--- src/rtl/port_resize_stage.sv ---
// port_resize_stage: valid/ready stage that resizes an IN_W payload to OUT_W bits.
// Each word is resized as it is accepted (sign/zero extend, truncate or clamp)
// and held in a two-entry skid buffer, so full throughput is kept under back-pressure.
// Optional build macro: PORT_RESIZE_STATS_EN adds a saturating 16-bit count of
// clamped words; without it sat_count is tied to zero and no counter is built.
module port_resize_stage #(
  parameter int IN_W     = 4,
  parameter int OUT_W    = 8,
  parameter int SATURATE = 1
) (
  input  logic             clk,
  input  logic             rst,
  input  logic             in_valid,
  output logic             in_ready,
  input  logic [IN_W-1:0]  in_data,
  input  logic             in_signed,
  output logic             out_valid,
  input  logic             out_ready,
  output logic [OUT_W-1:0] out_data,
  output logic             out_sat,
  output logic [15:0]      sat_count
);

  // One extra bit above the wider side keeps every intermediate value exact.
  localparam int XW = ((IN_W > OUT_W) ? IN_W : OUT_W) + 1;

  // Extends the input to XW bits according to its signedness.
  function automatic logic signed [XW-1:0] extend_f(input logic [IN_W-1:0] d,
                                                    input logic sgn);
    logic signed [XW-1:0] x;
    if (sgn) x = {{(XW-IN_W){d[IN_W-1]}}, d};
    else     x = {{(XW-IN_W){1'b0}}, d};
    return x;
  endfunction

  // Produces {sat, data}: low OUT_W bits, or the clamped range limit when the
  // value does not fit and saturation applies to a narrowing resize.
  function automatic logic [OUT_W:0] saturate_f(input logic signed [XW-1:0] x,
                                                input logic sgn);
    logic signed [XW-1:0] umax;
    logic signed [XW-1:0] smax;
    logic signed [XW-1:0] smin;
    logic [OUT_W-1:0]     q;
    logic                 s;
    umax = {{(XW-OUT_W){1'b0}}, {OUT_W{1'b1}}};
    smax = umax >>> 1;
    smin = ~smax;
    q    = x[OUT_W-1:0];
    s    = 1'b0;
    if ((OUT_W < IN_W) && (SATURATE != 0)) begin
      if (sgn) begin
        if (x > smax) begin
          q = smax[OUT_W-1:0];
          s = 1'b1;
        end else if (x < smin) begin
          q = smin[OUT_W-1:0];
          s = 1'b1;
        end
      end else if (x > umax) begin
        q = umax[OUT_W-1:0];
        s = 1'b1;
      end
    end
    return {s, q};
  endfunction

  // ---- stage p0: handshake decode and resize at the input ----
  logic             w_push;
  logic             w_pop;
  logic             w_vld_p1;
  logic [OUT_W:0]   w_res_p0;
  logic [1:0]       w_cnt_nxt;

  // ---- stage p1: two-entry buffer holding resized words ----
  logic [OUT_W-1:0] r_data_p1 [2];
  logic [1:0]       r_sat_p1;
  logic [1:0]       r_cnt_p1;
  logic             r_wr_p1;
  logic             r_rd_p1;
  logic             r_rdy_p1;

  assign w_res_p0 = saturate_f(extend_f(in_data, in_signed), in_signed);
  assign w_vld_p1 = (r_cnt_p1 != 2'd0);
  assign w_push   = in_valid && r_rdy_p1;
  assign w_pop    = w_vld_p1 && out_ready;

  always_comb begin
    w_cnt_nxt = r_cnt_p1;
    case ({w_push, w_pop})
      2'b10:   w_cnt_nxt = r_cnt_p1 + 2'd1;
      2'b01:   w_cnt_nxt = r_cnt_p1 - 2'd1;
      default: w_cnt_nxt = r_cnt_p1;
    endcase
  end

  always_ff @(posedge clk) begin
    if (rst) begin
      r_cnt_p1 <= 2'd0;
      r_wr_p1  <= 1'b0;
      r_rd_p1  <= 1'b0;
      r_rdy_p1 <= 1'b1;
    end else begin
      if (w_push) r_wr_p1 <= ~r_wr_p1;
      if (w_pop)  r_rd_p1 <= ~r_rd_p1;
      r_cnt_p1 <= w_cnt_nxt;
      r_rdy_p1 <= (w_cnt_nxt < 2'd2);
    end
  end

  always_ff @(posedge clk) begin
    if (w_push) begin
      r_data_p1[r_wr_p1] <= w_res_p0[OUT_W-1:0];
      r_sat_p1[r_wr_p1]  <= w_res_p0[OUT_W];
    end
  end

  // Payload is forced to zero whenever the buffer is empty, so the data
  // storage itself needs no reset.
  assign in_ready  = r_rdy_p1;
  assign out_valid = w_vld_p1;
  assign out_data  = w_vld_p1 ? r_data_p1[r_rd_p1] : '0;
  assign out_sat   = w_vld_p1 ? r_sat_p1[r_rd_p1] : 1'b0;

`ifdef PORT_RESIZE_STATS_EN
  logic [15:0] r_satcnt_p1;

  always_ff @(posedge clk) begin
    if (rst) begin
      r_satcnt_p1 <= 16'd0;
    end else if (w_push && w_res_p0[OUT_W] && (r_satcnt_p1 != 16'hffff)) begin
      r_satcnt_p1 <= r_satcnt_p1 + 16'd1;
    end
  end

  assign sat_count = r_satcnt_p1;
`else
  assign sat_count = 16'd0;
`endif

endmodule

--- config.mk ---
export PLATFORM = sky130hd
export DESIGN_NAME = port_resize_stage
export DESIGN_NICKNAME = d
export VERILOG_FILES = /design/src/rtl/port_resize_stage.sv
export SDC_FILE = /design/constraint.sdc
export NUM_CORES = 1
export LEC_CHECK = 0
export ABC_AREA = 1
export CORE_ASPECT_RATIO = 0.6
export CORE_UTILIZATION = 39
export CTS_BUF_LIST = sky130_fd_sc_hd__clkbuf_4 sky130_fd_sc_hd__clkbuf_8
export DETAILED_ROUTE_END_ITERATION = 8
export PLACE_DENSITY_LB_ADDON = 0.15
export SKIP_LAST_GASP = 1
export SLEW_MARGIN = 40
export SYNTH_ARGS = -nofsm -noshare
export SYNTH_HDL_FRONTEND = slang
export SYNTH_SLANG_ARGS = --single-unit
--- constraint.sdc ---
create_clock -name clk -period 1.2 [get_ports clk]
set_input_delay 0.3 -clock clk [delete_from_list [all_inputs] [get_ports clk]]
set_output_delay 0.3 -clock clk [all_outputs]
set_load 0.03 [all_outputs]
==> metrics.csv <==
metric,value,unit
status,"complete, but fails checks",
violations,setup timing,
nFillCells,196,
dp_slack,-0.442,ns
switching_power,1.11,mW
ys_types,16,
worstSetupEndpointType,primary output,
syn_to_final_growth,40.2,%
grt_pass1_wl,2.58,mm
total_power,2.81,mW
grt_max_degree,11,
clock_sinks,18,
met1_usage,20.5,%
critical_path_class,register to primary output,
finalCritPeriodShare,119,%
hold_viol,0,
sw_frac_of_total,39.3,%
grt_pass1_vias,550,
globalRoute.busiestLayer,met2,
antenna_found_initial,0,
dp_hpwl,1.20,mm
fin_worst_skew,0.00180,ns
fin_crit,1.43,ns
finalWeightedCongestion,0.788,
final_max_slew_viol_count,0,
cts_tree,done,
via_per_inst,4.14,
rows,12,
die-area,2470,sq um
grt_usage,15.1,%
yosysSeqAreaShare,54.4,%
synth_top_area_cell,edfxtp_1,
worstSkewPairLatency,0.25,ns
power_density,2270,nW/um^2
drt_iter0_drc,22,
antenna_cells,0,
num-nets-final,137,
setup_viol,12,
cts_buffer_depth,2,
timing.fmax,699,MHz
cts_root_buf,clkbuf_8,
drive_above_1_share,34.9,%
crit_path_max_fanout,5,
synth.avg_cell_area,9.20,sq um
p_clk_share,17.4,%
arrival,1.13,ns
cts_buffers,3,
grt_setup_unrepaired,true,
clk_pin_slew,0.07,ns
start_kind,register,
hold_class,register to register,
dieHeight,38.9,microns
fp.dieW,63.4,microns
setup_slack,-0.231,ns
synth-seq-cells,18,
ys_top_cells_by_area,"edfxtp_1 (41%), buf_4 (16%), dfxtp_1 (14%)",
wirelength,1.52,mm
syn_inst,96,
cp_data_required_time,0.90,ns
syn_area,883,sq um
leakage,0.562,nW
port_buffers,19,
maxCapViolations,0,
pwr-share-comb,50.6,%
drt_pass1_iterations,4,
postRouteAntennaNets,0,
synth_top_area_share,40.8,%
yosys_warnings,0,
ir_drop,0.00110,V
io_pins,36,
power_frac_seq,32.0,%
wl_per_cell,9.88,microns
cts_max_level,1,
start_util,44.6,%
cts_hold_buf,0,
grt-ovfl-total,0,
internal_power,1.71,mW
grt_util_met2,21.3,%
core_area,1980,sq um
vias,637,
drc,0,
grt_use_met3,6.47,%
==> what timing repair did <==
item / 4_1_cts / 5_1_grt
gates cloned: 0 / 0
setup buffers: 3 / 0
gates resized for setup: 19 / 4
pin swaps: 5 / 4
endpoints found under the setup margin: 23 / 15
==> worst paths after layout <==
kind / end / slack [ns] / from / depth (start not counted)
max: out_data[7] / -0.23 / register / 4
min: r_wr_p1 / 0.55 / r_wr_p1 / 2
max reg2reg: register / -0.14 / register / 9
min reg2reg: r_wr_p1 / 0.55 / r_wr_p1 / 2
==> layer usage <==
metal  share of wire [%]  wire, microns  vias up
li1                    -              -      333
met1                  52            795      279
met2                  41            625       25
met3                 6.7            102        0
met4                   0              0        0
met5                   0              0        -
==> power groups by stage <==
stage | clock [mW] | sequential (mW) | combinational, mW
detailed placement | 0 | 0.894 | 1.20
global placement | 0 | 0.895 | 1.19
finish | 0.490 | 0.900 | 1.43
floorplan | 0 | 0.907 | 0.819
global route | 0.530 | 0.917 | 1.54
CTS | 0.500 | 0.897 | 1.40
==> final cells by class <==
type / instances / area [sq um] / area share [%]
Clock buffer: 4 / 55.1 / 4.44
Inverter: 12 / 52.6 / 4.24
Multi-Input combinational cell: 62 / 330 / 26.7
Sequential cell: 18 / 488 / 39.4
Tap cell: 28 / 35.0 / 2.83
Timing Repair Buffer: 30 / 278 / 22.4
==> cell families after synthesis <==
kind of cell    share of synthesized area, %
other cells                            0.425
flops                                   54.4
simple gates                            16.6
compound gates                          5.95
buf+inv                                 21.2
fa+ha+maj                               1.42
==> cell usage in the layout, fill, tap and decap left out <==
cell and count:
clkbuf_8 4, a21oi_2 2, ha_4 1, inv_4 1
dfxtp_2 3, nor2_4 2, nor3_1 1, nand2_4 1
nand2_1 16, inv_1 10, nand2_2 2, dfxtp_4 1
o21bai_1 1, nand4_1 1, o21ai_2 2, dlygate4sd2_1 1
a21oi_1 4, a21oi_4 1, nor2_1 10, clkdlybuf4s50_1 7
inv_6 1, conb_1 16, nor2_2 1, nand3_1 1
buf_6 9, dfxtp_1 2, buf_4 13, edfxtp_1 12
==> cell usage after synthesis <==
library cell / instances
a21oi_1: 7
buf_4: 19
conb_1: 1
dfxtp_1: 6
edfxtp_1: 12
ha_1: 1
inv_1: 12
nand2_1: 19
nand3_1: 1
nand4_1: 1
nor2_1: 11
nor2_2: 1
nor2_4: 1
nor3_1: 1
o21ai_0: 2
o21bai_1: 1
==> per-stage QoR <==
step / hold WS (ns) / TNS [ns] / instances / cell area (sq um) / utilization [%]
after floorplan: 0.379 / -0.577 / 111 / 972 / -
after global placement: 0.533 / -5.33 / 147 / 1080 / 54.5
after detailed placement: 0.533 / -5.30 / 147 / 1080 / 54.5
after CTS: 0.546 / -2.32 / 154 / 1220 / 61.8
after global routing: 0.570 / -2.96 / 154 / 1240 / 62.5
final: 0.545 / -2.26 / 154 / 1240 / 62.5
==> worst max-delay path, cell delays in order (launching register included) <==
cell     delay, ns
dfxtp_2       0.35
nor2_4        0.05
buf_6         0.13
a21oi_4       0.18
buf_6         0.16
No activity file was read; power rests on OpenSTA's default activity.
